`config.mk`:
```
export PLATFORM = sky130hd
export DESIGN_NAME = svi_bank_ctrl_flat
export DESIGN_NICKNAME = d
export VERILOG_FILES = /design/src/rtl/svi_bank_ctrl_if.sv /design/src/rtl/svi_bank_ctrl.sv /design/src/flat_wrapper.sv
export SDC_FILE = /design/constraint.sdc
export NUM_CORES = 1
export LEC_CHECK = 0
export BUFFER_PORTS_ARGS = -buffer_cell sky130_fd_sc_hd__buf_4
export CAP_MARGIN = 5
export CORE_MARGIN = 5
export CORE_UTILIZATION = 51
export DETAILED_ROUTE_END_ITERATION = 6
export MAX_ROUTING_LAYER = met4
export PLACE_DENSITY_LB_ADDON = 0.2
export SLEW_MARGIN = 20
export SYNTH_ARGS = -nofsm -noshare
export SYNTH_HDL_FRONTEND = slang
export SYNTH_SLANG_ARGS = --single-unit
```
`constraint.sdc`:
```
create_clock -name clk_sys -period 3.7 [get_ports clk_sys]
set_input_delay 0.925 -clock clk_sys [delete_from_list [all_inputs] [get_ports clk_sys]]
set_output_delay 0.925 -clock clk_sys [all_outputs]
set_load 0.005 [all_outputs]
```
`src/rtl/svi_bank_ctrl_if.sv`:
```
// Z80-side bus bundle for svi_bank_ctrl: CPU strobes in, decoded memory qualifiers out.
interface svi_bank_ctrl_if #(
  parameter int unsigned ADDR_W = 18
) ();
  logic [15:0]       cpu_addr_i;
  logic [7:0]        cpu_dout_i;
  logic              iorq_n_i;
  logic              mreq_n_i;
  logic              wr_n_i;
  logic [7:0]        regmap_o;
  logic [1:0]        bank_o;
  logic [ADDR_W-1:0] addr_o;
  logic              ram_o;
  logic              wp_o;
  logic              open_o;

  modport master (
    output cpu_addr_i, cpu_dout_i, iorq_n_i, mreq_n_i, wr_n_i,
    input  regmap_o, bank_o, addr_o, ram_o, wp_o, open_o
  );

  modport slave (
    input  cpu_addr_i, cpu_dout_i, iorq_n_i, mreq_n_i, wr_n_i,
    output regmap_o, bank_o, addr_o, ram_o, wp_o, open_o
  );
endinterface

```
`src/rtl/svi_bank_ctrl.sv`:
```
// SVI-318/328 bank controller: snoops PSG R15 writes, commits between memory cycles, decodes banks.
// Define SVI_SV807_EN to map the SV-807 expansion RAM (banks 22/31/32); otherwise those are open bus.
module svi_bank_ctrl #(
  parameter int unsigned ADDR_W        = 18,  // must be >= 18
  parameter bit          EXT_RAM       = 1'b1,
  parameter logic [7:0]  PSG_ADDR_PORT = 8'h88,
  parameter logic [7:0]  PSG_DATA_PORT = 8'h8C
) (
  input logic            clk_sys,
  input logic            reset_n,
  svi_bank_ctrl_if.slave bus
);

  localparam logic [0:0] StIdle = 1'b0;
  localparam logic [0:0] StPend = 1'b1;

  logic [0:0]        state_q, state_d;
  logic              io_wr_q, io_wr_d;
  logic [3:0]        idx_q, idx_d;
  logic [7:0]        pend_q, pend_d;
  logic [7:0]        regmap_q, regmap_d;
  logic [1:0]        bank_q, bank_d;
  logic [ADDR_W-1:0] addr_q, addr_d;
  logic              ram_q, ram_d;
  logic              wp_q, wp_d;
  logic              open_q, open_d;

  logic io_ev;
  logic data_ev;
  logic sv807;

  assign io_wr_d = ~bus.iorq_n_i & ~bus.wr_n_i;
  assign io_ev   = io_wr_d & ~io_wr_q;
  assign data_ev = io_ev && (bus.cpu_addr_i[7:0] == PSG_DATA_PORT) && (idx_q == 4'd15);

  always_comb begin
    idx_d    = idx_q;
    pend_d   = pend_q;
    regmap_d = regmap_q;
    state_d  = state_q;
    if (io_ev && (bus.cpu_addr_i[7:0] == PSG_ADDR_PORT)) begin
      idx_d = bus.cpu_dout_i[3:0];
    end
    // A data write always wins over a commit so the last written value is the one kept.
    if (data_ev) begin
      pend_d  = bus.cpu_dout_i;
      state_d = StPend;
    end else if ((state_q == StPend) && bus.mreq_n_i) begin
      regmap_d = pend_q;
      state_d  = StIdle;
    end
  end

  // Register bits are active-low enables; first matching rule in each page wins.
  always_comb begin
    bank_d = 2'd0;
    ram_d  = 1'b0;
    open_d = 1'b0;
    sv807  = 1'b0;
    if (!bus.cpu_addr_i[15]) begin
      if (!regmap_q[0]) begin
        bank_d = 2'd1;
      end else if (!regmap_q[1]) begin
        bank_d = 2'd2;
        ram_d  = EXT_RAM;
        open_d = ~EXT_RAM;
      end else if (!regmap_q[3]) begin
        bank_d = 2'd3;
        sv807  = 1'b1;
      end
    end else begin
      if (!regmap_q[2]) begin
        bank_d = 2'd2;
        sv807  = 1'b1;
      end else if (!regmap_q[4]) begin
        bank_d = 2'd3;
        sv807  = 1'b1;
      end else if (!regmap_q[0] && (bus.cpu_addr_i[14] ? !regmap_q[7] : !regmap_q[6])) begin
        bank_d = 2'd1;
      end else begin
        ram_d = 1'b1;
      end
    end
    if (sv807) begin
`ifdef SVI_SV807_EN
      ram_d  = 1'b1;
`else
      open_d = 1'b1;
`endif
    end
    wp_d          = ~ram_d | open_d;
    addr_d        = '0;
    addr_d[17:0]  = {bank_d, bus.cpu_addr_i};
  end

  always_ff @(posedge clk_sys or negedge reset_n) begin
    if (!reset_n) begin
      state_q  <= StIdle;
      io_wr_q  <= 1'b0;
      idx_q    <= 4'd0;
      pend_q   <= 8'h00;
      regmap_q <= 8'hFF;
      bank_q   <= 2'd0;
      addr_q   <= '0;
      ram_q    <= 1'b0;
      wp_q     <= 1'b1;
      open_q   <= 1'b0;
    end else begin
      state_q  <= state_d;
      io_wr_q  <= io_wr_d;
      idx_q    <= idx_d;
      pend_q   <= pend_d;
      regmap_q <= regmap_d;
      bank_q   <= bank_d;
      addr_q   <= addr_d;
      ram_q    <= ram_d;
      wp_q     <= wp_d;
      open_q   <= open_d;
    end
  end

  assign bus.regmap_o = regmap_q;
  assign bus.bank_o   = bank_q;
  assign bus.addr_o   = addr_q;
  assign bus.ram_o    = ram_q;
  assign bus.wp_o     = wp_q;
  assign bus.open_o   = open_q;

endmodule
```
`src/flat_wrapper.sv`:
```
// flat-port wrapper written by rule: the top's interface ports become plain ports
module svi_bank_ctrl_flat 
#(
  parameter int unsigned ADDR_W        = 18,                  
  parameter bit          EXT_RAM       = 1'b1,
  parameter logic [7:0]  PSG_ADDR_PORT = 8'h88,
  parameter logic [7:0]  PSG_DATA_PORT = 8'h8C
)
  (clk_sys, reset_n, bus_cpu_addr_i, bus_cpu_dout_i, bus_iorq_n_i, bus_mreq_n_i, bus_wr_n_i, bus_regmap_o, bus_bank_o, bus_addr_o, bus_ram_o, bus_wp_o, bus_open_o);
  svi_bank_ctrl_if #(.ADDR_W(ADDR_W)) bus_i ();
  input logic clk_sys;
  input logic reset_n;
  input wire logic [$bits(bus_i.cpu_addr_i)-1:0] bus_cpu_addr_i;
  input wire logic [$bits(bus_i.cpu_dout_i)-1:0] bus_cpu_dout_i;
  input wire logic [$bits(bus_i.iorq_n_i)-1:0] bus_iorq_n_i;
  input wire logic [$bits(bus_i.mreq_n_i)-1:0] bus_mreq_n_i;
  input wire logic [$bits(bus_i.wr_n_i)-1:0] bus_wr_n_i;
  output wire logic [$bits(bus_i.regmap_o)-1:0] bus_regmap_o;
  output wire logic [$bits(bus_i.bank_o)-1:0] bus_bank_o;
  output wire logic [$bits(bus_i.addr_o)-1:0] bus_addr_o;
  output wire logic [$bits(bus_i.ram_o)-1:0] bus_ram_o;
  output wire logic [$bits(bus_i.wp_o)-1:0] bus_wp_o;
  output wire logic [$bits(bus_i.open_o)-1:0] bus_open_o;
  assign bus_i.cpu_addr_i = bus_cpu_addr_i;
  assign bus_i.cpu_dout_i = bus_cpu_dout_i;
  assign bus_i.iorq_n_i = bus_iorq_n_i;
  assign bus_i.mreq_n_i = bus_mreq_n_i;
  assign bus_i.wr_n_i = bus_wr_n_i;
  assign bus_regmap_o = bus_i.regmap_o;
  assign bus_bank_o = bus_i.bank_o;
  assign bus_addr_o = bus_i.addr_o;
  assign bus_ram_o = bus_i.ram_o;
  assign bus_wp_o = bus_i.wp_o;
  assign bus_open_o = bus_i.open_o;
  svi_bank_ctrl #(.ADDR_W(ADDR_W), .EXT_RAM(EXT_RAM), .PSG_ADDR_PORT(PSG_ADDR_PORT), .PSG_DATA_PORT(PSG_DATA_PORT)) u_core (.clk_sys(clk_sys), .reset_n(reset_n), .bus(bus_i));
endmodule
```
======== After elaboration in Yosys (flattened, before gate mapping) ========
Index checks and enable logic that the tools add are counted.
word-level totals
  bits in registers ....................... 45
  bits in latches ......................... 0
  memory bits (writable) .................. 0
  input bits .............................. 29
  memories kept ........................... 0
  bits in read-only memories .............. 0
operators by class
  shift operators ......................... 0
  bitwise logic cells ..................... 8
  reductions and logical operators ........ 10
  $lt $le $gt $ge ......................... 0
  div/mod/pow operators ................... 0
  $mul .................................... 0
  muxes and demuxes ....................... 23
  equality and inequality tests ........... 3
  add/sub/neg operators ................... 0
operator list
  cell                                   number
  two-way mux 1 bit                      17
  == test 8 bit (second input constant)  2
  two-way mux 2 bit                      6
  logical AND 1 bit                      5
  inverter 1 bit                         5
  == test 4 bit (second input constant)  1
  logical NOT 1 bit                      3
  AND 1 bit                              2
  AND reduction 2 bit                    1
  nonzero test 2 bit                     1
  OR 1 bit                               1

======== Depth between registers and ports, before layout ========
Gate-level depths: netlist (run 1).
  depth after elaboration ................. 9
  gate-level depth with buffers ........... 5
  depth with buffers taken out ............ 4

======== Worst setup path before layout (run 1) ========
Ideal clock, no wire load.
  path type ............................... in2reg
  start point ............................. input port bus_cpu_addr_i[5]
  end point ............................... register u_core.regmap_q[0] (netlist: u_core.bus.regmap_o[0])
  path buffers ............................ 1
  library setup time ...................... 0.082 ns
  cell stages on the path ................. 5
  path slack .............................. 1.546 ns
  arrival ................................. 2.072 ns
  path through ............................ nor4_4 nand4_4 and3_4 buf_6 mux2_4
between the ends
  word-level cells in the longest chain between the ends .. 5
RTL lines
  what                            RTL line              text
  start: declaration              flat_wrapper.sv:13    input wire logic [$bits(bus_i.cpu_addr_i)-1:0] bus_cpu_addr_i;
  == test 8 bit                   svi_bank_ctrl.sv:34   assign data_ev = io_ev && (bus.cpu_addr_i[7:0] == PSG_DATA_PORT) && (idx_q == 4'd15);
  logical AND 1 bit (2 in a row)  svi_bank_ctrl.sv:34
  inverter 1 bit (no line)        --
  AND reduction 2 bit (no line)   --
  end signal: assignment          svi_bank_ctrl.sv:113  regmap_q <= regmap_d;
  end: declaration                svi_bank_ctrl.sv:21   logic [7:0] regmap_q, regmap_d;
Every way passes these cells.
A chain may end at the register's enable or synchronous reset.

======== Worst setup path after layout (run 1) ========
  start point ............................. register u_core.regmap_q[2] (netlist: u_core.bus.regmap_o[2])
  end point ............................... output port bus_regmap_o[2]
RTL lines
  what              RTL line            text
  end: declaration  flat_wrapper.sv:18  output wire logic [$bits(bus_i.regmap_o)-1:0] bus_regmap_o;
No word-level cell between the ends.

==> tab_implementation.tex, run 1 <==
\begin{tabular}{lr}
\hline
Metric & Value \\
\hline
\multicolumn{2}{l}{\textbf{Synth}} \\
Post-synth ARST share & 1.000 \\
Xor/xnor share of the synthesized area & 0 \\
Count of synthesis-stage warnings from yosys & 0 \\
Cell Area, Synth & 0.001567 mm\^{}2 \\
Cell accounting for the most synthesized area & sky130\_fd\_sc\_hd\_\_dfrtp\_1 \\
Sequential fraction of the synthesis area & 0.6941 \\
Top cells by area in the synthesized netlist & sky130\_fd\_sc\_hd\_\_dfrtp\_1, sky130\_fd\_sc\_hd\_\_dfstp\_2, sky130\_fd\_sc\_hd\_\_mux2\_2, sky130\_fd\_sc\_hd\_\_mux2\_4, sky130\_fd\_sc\_hd\_\_and4b\_2 \\
Gate count after technology mapping & 91 \\
Leading cell type by number of instances after synthesis & sky130\_fd\_sc\_hd\_\_dfrtp\_1 \\
Multiplexer fraction of the synthesized cell area & 0.1701 \\
Fraction of the mapped netlist area in adder cells & 0 \\
Top-area cell type share of the netlist area & 0.5431 \\
Dominant combinational cell family by area after synthesis & multiplexers \\
Synth Area in Compound Gates & 0.02875 \\
Number of unique standard cell types used by synthesis & 22 \\
EDFF count, synth & 0 \\
Post-synthesis simple-gate area fraction & 0.08546 \\
Net Count, Synth & 120 \\
\#FFs+latches synth & 43 \\
Mean area per synthesized cell & 17.21 um\^{}2 \\
Leading post-synthesis cells by instance count & sky130\_fd\_sc\_hd\_\_dfrtp\_1, sky130\_fd\_sc\_hd\_\_mux2\_2, sky130\_fd\_sc\_hd\_\_dfstp\_2 \\
Primary flip-flop cell chosen by synthesis mapping & sky130\_fd\_sc\_hd\_\_dfrtp\_1 \\
\multicolumn{2}{l}{\textbf{Timing}} \\
Worst Skew & 0.004162 ns \\
Post-route setup TNS & 0 ns \\
Number of max-slew violations in the final report & 0 \\
Maximum achievable frequency & 505.8 MHz \\
Final period demand of the worst path & 1.977 ns \\
Worst slew margin & 0.6611 \\
Period Utilization, post-route & 0.5343 \\
Transition time of the tightest slew-check pin & 0.5083 ns \\
Number of failing hold endpoints at the final stage & 0 \\
Unrepaired setup endpoints after global routing & no \\
Final count of negative-setup-slack endpoints & 0 \\
\multicolumn{2}{l}{\textbf{Placement}} \\
Post-detailed-placement half-perimeter wirelength & 2105 um \\
Count of placed standard cells including taps & 180 \\
Number of input and output port buffers inserted & 59 \\
Final weighted congestion of routability-driven global placement & 0.7421 \\
\multicolumn{2}{l}{\textbf{Power and ir drop}} \\
Peak VDD IR & 0.3071 mV \\
P per Cell Area & 379.2 mW/mm\^{}2 \\
Leakage component of the power & 1.047 nW \\
\multicolumn{2}{l}{\textbf{Job}} \\
Max-cap viol count & 0 \\
\multicolumn{2}{l}{\textbf{Hold path}} \\
Worst min-delay path endpoint & u\_core.idx\_q[3] \\
Min-Delay Startpoint & u\_core.idx\_q[3] \\
Min-Delay Path Depth & 1 \\
Hold Path Class & reg2reg \\
\multicolumn{2}{l}{\textbf{Layout}} \\
Inserted Diodes & 0 \\
FF/Latch Area & 0.001087 mm\^{}2 \\
Area of combinational cells with multiple inputs & 445.4 um\^{}2 \\
Layout Cells excl Fill & 188 \\
Number of nets at the end of the flow & 183 \\
Filler Cell Count & 228 \\
Area added between synthesis and finish & 33.63\% \\
Proportion of layout cells with a drive suffix above 1 & 0.6645 \\
\multicolumn{2}{l}{\textbf{Setup path}} \\
Type of the worst setup path & reg2out \\
Worst path top cell family by delay & flip-flops \\
Startpoint type of the worst setup path & register \\
Worst r2r path cells & 4 \\
Slowest stage delay, CP & 0.59 ns \\
Signal arrival time at the worst endpoint & 1.05 ns \\
R2R Path Start & u\_core.io\_wr\_q \\
Kind of capture point of the worst setup path & primary output \\
FF-to-FF setup slack & 2.04 ns \\
Cell breakdown of the critical path & buf\_4 \\
Crit path buf inv count & 1 \\
Required time reported for the critical path endpoint & 2.77 ns \\
Endpoint of the most critical register-to-register path & u\_core.bus.regmap\_o[1] \\
Largest driver fanout on the critical path & 5 \\
Max stage delay cell, worst path & sky130\_fd\_sc\_hd\_\_dfstp\_2 \\
\multicolumn{2}{l}{\textbf{Clock network}} \\
H-tree lvl count & 2 \\
Number of clock sinks & 43 \\
Clock buffers created by TritonCTS & 5 \\
Number of buffers on the longest clock path & 2 \\
Total setup buffers inserted after CTS & 0 \\
Gates resized, CTS repair & 0 \\
Number of buffers inserted for hold repair after clock tree synthesis & 0 \\
Clock-pin slew on the worst setup and hold paths & 0.11 ns \\
Clock insertion delay at the later pin of the skew report & 0.33 ns \\
Root buffer cell & sky130\_fd\_sc\_hd\_\_clkbuf\_4 \\
TritonCTS clock tree & built \\
\multicolumn{2}{l}{\textbf{Floorplan}} \\
Area inside the core boundary & 0.003003 mm\^{}2 \\
Die outline height & 65.42 um \\
Total I/O pin count & 60 \\
Count of standard-cell rows & 20 \\
Area of the die & 0.004280 mm\^{}2 \\
Initial Utilization & 0.5217 \\
DIE WIDTH & 65.42 um \\
\multicolumn{2}{l}{\textbf{Detailed routing}} \\
Via Count & 935 \\
Final wirelength & 2708 um \\
Number of vias per cell & 4.973 \\
Number of routed nets with antenna violations & 0 \\
Detailed router's first-iteration violation count & 33 \\
DRC errors left & 0 \\
Number of iterations in the first detailed-routing pass & 4 \\
Per-cell routed wire length & 14.40 um \\
\multicolumn{2}{l}{\textbf{Status}} \\
Run status & complete, no violations \\
\multicolumn{2}{l}{\textbf{Global routing}} \\
Initial antenna violation count & 0 \\
Global-route congestion overflow total & 0 \\
GR Util All Layers & 0.1460 \\
Wire length of the first global-routing pass & 4581 um \\
Largest net degree at the start of global routing & 44 \\
Number of global-route vias before repair & 1009 \\
\hline
\end{tabular}
## area by class of cell
type / count / area share
Timing Repair Buffer: 59 / 0.2116
Clock buffer: 8 / 0.03288
Multi-Input combinational cell: 43 / 0.2128
Inverter: 2 / 0.003586
Tap cell: 33 / 0.01973
Sequential cell: 43 / 0.5194
## logic make-up after synthesis
group                  after synthesis
multiplexers                        21
buffers and inverters                5
AND/OR/NAND/NOR                     15
AO/OA/AOI/OAI                        7
flip-flops                          43
## how the worst max path moves through the flow
| stage | cells after the start | to | startpoint |
|---|---|---|---|
| after global routing | 1 | bus_regmap_o[2] | u_core.bus.regmap_o[2] |
| after detailed placement | 5 | u_core.bus.regmap_o[5] | bus_cpu_addr_i[5] |
| after global placement | 5 | u_core.bus.regmap_o[6] | bus_cpu_addr_i[5] |
| after CTS | 1 | bus_regmap_o[0] | u_core.bus.regmap_o[0] |
| after floorplan | 5 | u_core.bus.regmap_o[0] | bus_cpu_addr_i[5] |
| final | 1 | bus_regmap_o[2] | u_core.bus.regmap_o[2] |
## routing by layer
layer / track usage / share of wire / vias to the layer above
met5: - / 0 / -
met4: 0.04663 / 0.014 / 0
met3: 0.06496 / 0.10 / 5
met2: 0.2427 / 0.48 / 39
met1: 0.1565 / 0.40 / 451
li1: - / - / 440
## layout by cell type (no fill, tap or decap)
cell type	Yosys	routed
sky130_fd_sc_hd__and3_4	1	1
sky130_fd_sc_hd__nor2_1	1	1
sky130_fd_sc_hd__mux2_4	8	8
sky130_fd_sc_hd__nand3_1	1	1
sky130_fd_sc_hd__dfrtp_1	34	34
sky130_fd_sc_hd__dfstp_2	9	9
sky130_fd_sc_hd__clkbuf_8	0	2
sky130_fd_sc_hd__buf_4	2	59
sky130_fd_sc_hd__clkbuf_4	0	5
sky130_fd_sc_hd__nor4_4	1	1
sky130_fd_sc_hd__nand4_4	1	1
sky130_fd_sc_hd__a31o_2	1	1
sky130_fd_sc_hd__clkbuf_1	0	1
sky130_fd_sc_hd__nand2_1	4	4
sky130_fd_sc_hd__nand2b_1	2	2
sky130_fd_sc_hd__inv_1	2	2
sky130_fd_sc_hd__o22a_1	1	1
sky130_fd_sc_hd__mux2_2	13	13
sky130_fd_sc_hd__a21oi_1	1	1
sky130_fd_sc_hd__nor3b_2	1	1
sky130_fd_sc_hd__a21o_1	1	1
sky130_fd_sc_hd__nor4b_1	1	1
sky130_fd_sc_hd__o21ai_0	3	3
sky130_fd_sc_hd__and4b_2	2	2
## registers in the layout, summed over array words and instances (netlist names)
| signal | cells |
|---|---|
| u_core.bus.addr_o | 17 |
| u_core.bus.regmap_o | 8 |
| u_core.pend_q | 8 |
| u_core.idx_q | 4 |
| u_core.bus.bank_o | 1 |
| u_core.bus.open_o | 1 |
| u_core.bus.ram_o | 1 |
| u_core.bus.wp_o | 1 |
| u_core.io_wr_q | 1 |
| u_core.state_q | 1 |
## per-stage QoR
step	cell area, um^2	setup slack [ns]	hold WS (ns)	total power [mW]	util
after floorplan	1567	1.546	0.4716	0.5035	-
after global placement	2024	1.424	0.4832	0.5549	0.6742
after detailed placement	2024	1.374	0.4864	0.5571	0.6742
after CTS	2093	1.703	0.5131	0.8065	0.6971
after global routing	2093	1.657	0.5368	0.8375	0.6971
final	2093	1.723	0.5153	0.7937	0.6971
## worst register-to-register path, cell delays in order, from the launching register on
cell                      delay, ns
sky130_fd_sc_hd__dfrtp_1       0.41
sky130_fd_sc_hd__nor4_4        0.35
sky130_fd_sc_hd__nand4_4       0.23
sky130_fd_sc_hd__and3_4        0.31
sky130_fd_sc_hd__mux2_4        0.31
## where the power goes
part	total, mW	leakage (nW)	internal (mW)	switching, mW
clock	0.247	0.0386	0.112	0.135
combinational	0.0603	0.486	0.0361	0.0242
sequential	0.486	0.523	0.482	0.00386
Power figures use the tool's default switching activity.
==> inputs of run 2 (changes only) <==
- ABC_AREA: not set -> 1
- CORE_UTILIZATION: 51 -> 48
- clock period: 3.7 -> 2 ns (I/O delays scaled with it)
==> run 2 against run 1 <==
Compared with the run above: critical path type unchanged; highest routed layer unchanged; die area is 7.1% higher; utilization is 3.9 points lower; sequential share of layout area is 1.7 points lower; non-clock buffer count stayed put; first-iteration DRC count grew to 2.5 times the previous value; hold slack worse by 0.41 ns; via count is 28% higher.
==> tab_implementation.tex, run 2 <==
\begin{tabular}{lr}
\hline
Metric & Value \\
\hline
\multicolumn{2}{l}{\textbf{Setup path}} \\
Type of the worst setup path & reg2out \\
Max stage delay cell, worst path & sky130\_fd\_sc\_hd\_\_dfstp\_2 \\
Crit path buf inv count & 1 \\
Start point of the critical path & u\_core.bus.regmap\_o[0] \\
FF-to-FF setup slack & 0.70 ns \\
R2R Path Start & u\_core.io\_wr\_q \\
Cell breakdown of the critical path & buf\_4 \\
Largest driver fanout on the critical path & 6 \\
Required time reported for the critical path endpoint & 1.50 ns \\
Worst path top cell family by delay & flip-flops \\
Startpoint type of the worst setup path & register \\
Kind of capture point of the worst setup path & primary output \\
Signal arrival time at the worst endpoint & 1.07 ns \\
Slowest stage delay, CP & 0.60 ns \\
\multicolumn{2}{l}{\textbf{Synth}} \\
Top cells by area in the synthesized netlist & sky130\_fd\_sc\_hd\_\_dfrtp\_1, sky130\_fd\_sc\_hd\_\_dfstp\_2, sky130\_fd\_sc\_hd\_\_nand2\_1, sky130\_fd\_sc\_hd\_\_nand3\_1, sky130\_fd\_sc\_hd\_\_inv\_1 \\
Sequential fraction of the synthesis area & 0.6805 \\
EDFF count, synth & 0 \\
Mean area per synthesized cell & 10.72 um\^{}2 \\
Cell Area, Synth & 0.001598 mm\^{}2 \\
Cell accounting for the most synthesized area & sky130\_fd\_sc\_hd\_\_dfrtp\_1 \\
Leading cell type by number of instances after synthesis & sky130\_fd\_sc\_hd\_\_nand2\_1 \\
Top-area cell type share of the netlist area & 0.5325 \\
Leading post-synthesis cells by instance count & sky130\_fd\_sc\_hd\_\_nand2\_1, sky130\_fd\_sc\_hd\_\_dfrtp\_1, sky130\_fd\_sc\_hd\_\_nand3\_1 \\
Net Count, Synth & 178 \\
Gate count after technology mapping & 149 \\
Count of synthesis-stage warnings from yosys & 0 \\
Primary flip-flop cell chosen by synthesis mapping & sky130\_fd\_sc\_hd\_\_dfrtp\_1 \\
\#FFs+latches synth & 43 \\
Number of unique standard cell types used by synthesis & 20 \\
Post-synth ARST share & 1.000 \\
\multicolumn{2}{l}{\textbf{Layout}} \\
FF/Latch Area & 0.001087 mm\^{}2 \\
Proportion of layout cells with a drive suffix above 1 & 0.4104 \\
Area added between synthesis and finish & 35.32\% \\
Filler Cell Count & 273 \\
Max reg flops & 17 \\
Most frequent cells in the layout & sky130\_fd\_sc\_hd\_\_buf\_4, sky130\_fd\_sc\_hd\_\_nand2\_1, sky130\_fd\_sc\_hd\_\_dfrtp\_1, sky130\_fd\_sc\_hd\_\_nand3\_1, sky130\_fd\_sc\_hd\_\_inv\_1 \\
Area of combinational cells with multiple inputs & 420.4 um\^{}2 \\
Number of nets at the end of the flow & 240 \\
Most common library cell in the layout ignoring fill and taps & sky130\_fd\_sc\_hd\_\_buf\_4 \\
Layout Cells excl Fill & 258 \\
Inserted Diodes & 0 \\
\multicolumn{2}{l}{\textbf{Clock network}} \\
Clock-pin slew on the worst setup and hold paths & 0.12 ns \\
Total setup buffers inserted after CTS & 0 \\
Clock insertion delay at the later pin of the skew report & 0.35 ns \\
Number of buffers on the longest clock path & 2 \\
Root buffer cell & sky130\_fd\_sc\_hd\_\_clkbuf\_4 \\
Clock buffers created by TritonCTS & 5 \\
Gates resized, CTS repair & 0 \\
Number of buffers inserted for hold repair after clock tree synthesis & 0 \\
Number of clock sinks & 43 \\
H-tree lvl count & 2 \\
TritonCTS clock tree & built \\
\multicolumn{2}{l}{\textbf{Job}} \\
Max-cap viol count & 0 \\
\multicolumn{2}{l}{\textbf{Global routing}} \\
Global-route congestion overflow total & 0 \\
Initial antenna violation count & 0 \\
GR Util All Layers & 0.1520 \\
Number of global-route vias before repair & 1233 \\
Wire length of the first global-routing pass & 4995 um \\
Largest net degree at the start of global routing & 44 \\
\multicolumn{2}{l}{\textbf{Detailed routing}} \\
Per-cell routed wire length & 11.75 um \\
Number of vias per cell & 4.636 \\
Via Count & 1196 \\
Number of routed nets with antenna violations & 0 \\
DRC errors left & 0 \\
Number of iterations in the first detailed-routing pass & 4 \\
Final wirelength & 3032 um \\
Detailed router's first-iteration violation count & 83 \\
\multicolumn{2}{l}{\textbf{Placement}} \\
Final weighted congestion of routability-driven global placement & 0.7347 \\
Number of input and output port buffers inserted & 59 \\
Post-place setup slack & 0.4151 ns \\
Post-detailed-placement half-perimeter wirelength & 2339 um \\
Count of placed standard cells including taps & 250 \\
\multicolumn{2}{l}{\textbf{Floorplan}} \\
DIE WIDTH & 67.70 um \\
Initial Utilization & 0.4865 \\
Count of standard-cell rows & 21 \\
Total I/O pin count & 60 \\
Area of the die & 0.004583 mm\^{}2 \\
Area inside the core boundary & 0.003284 mm\^{}2 \\
Die outline height & 67.70 um \\
\multicolumn{2}{l}{\textbf{Timing}} \\
Period Utilization, post-route & 0.7865 \\
Number of failing hold endpoints at the final stage & 0 \\
Setup slack of the critical path after layout & 0.4271 ns \\
Transition time of the tightest slew-check pin & 0.5096 ns \\
Worst Skew & 0.01023 ns \\
Maximum achievable frequency & 635.8 MHz \\
Post-route setup TNS & 0 ns \\
Unrepaired setup endpoints after global routing & no \\
Number of max-slew violations in the final report & 0 \\
Final count of negative-setup-slack endpoints & 0 \\
Final period demand of the worst path & 1.573 ns \\
Worst slew margin & 0.6602 \\
\multicolumn{2}{l}{\textbf{Status}} \\
Run status & complete, no violations \\
\multicolumn{2}{l}{\textbf{Power and ir drop}} \\
Peak VDD IR & 0.5766 mV \\
Leakage component of the power & 1.130 nW \\
P per Cell Area & 770.1 mW/mm\^{}2 \\
\multicolumn{2}{l}{\textbf{Hold path}} \\
Hold Path Class & in2async \\
\hline
\end{tabular}
## run 2: per-stage QoR
stage          total power, mW  hold WS, ns  area (um^2)  utilization
2_1_floorplan           0.9364       0.2044         1598            -
3_3_place_gp             1.029       0.4603         2061       0.6274
3_5_place_dp             1.033       0.4563         2061       0.6274
4_1_cts                  1.681       0.1115         2162       0.6583
5_1_grt                  1.738       0.1334         2162       0.6583
6_report                 1.665       0.1087         2162       0.6583
## run 2: area by class of cell
| cell class | instances | area share |
|---|---|---|
| Timing Repair Buffer | 59 | 0.2049 |
| Tap cell | 46 | 0.02662 |
| Multi-Input combinational cell | 88 | 0.1944 |
| Inverter | 14 | 0.02431 |
| Sequential cell | 43 | 0.5029 |
| Clock buffer | 6 | 0.01910 |
| Clock inverter | 2 | 0.02778 |
## run 2: final timing paths
check,end,cells after the start
setup / recovery,bus_regmap_o[0],1
hold / removal,u_core.bus.addr_o[8],1
setup reg to reg,u_core.bus.regmap_o[7],7
hold reg to reg,u_core.bus.regmap_o[5],2
max in group asynchronous,u_core.bus.wp_o,1
min in group clk_sys,u_core.bus.addr_o[13],1
## run 2: logic make-up (layout without fill, tap and decap cells)
family | count (synthesis) | count (layout) | synth area share
flops | 43 | 43 | 0.6805
buf+inv | 18 | 81 | 0.05638
compound gates | 12 | 12 | 0.04933
simple gates | 76 | 76 | 0.2138
## run 2: power by group
group,total (mW),internal (mW),switching [mW]
Clock,0.651,0.390,0.261
Sequential,0.899,0.892,0.00713
Combinational,0.114,0.0654,0.0489
Total,1.67,1.35,0.317
## run 2: routing by layer
metal / GRT usage / wire (um) / up-vias
met2: 0.2673 / 1533 / 44
li1: - / - / 589
met4: 0.07595 / 54 / 0
met1: 0.1525 / 1218 / 557
met5: - / 0 / -
met3: 0.04326 / 226 / 6
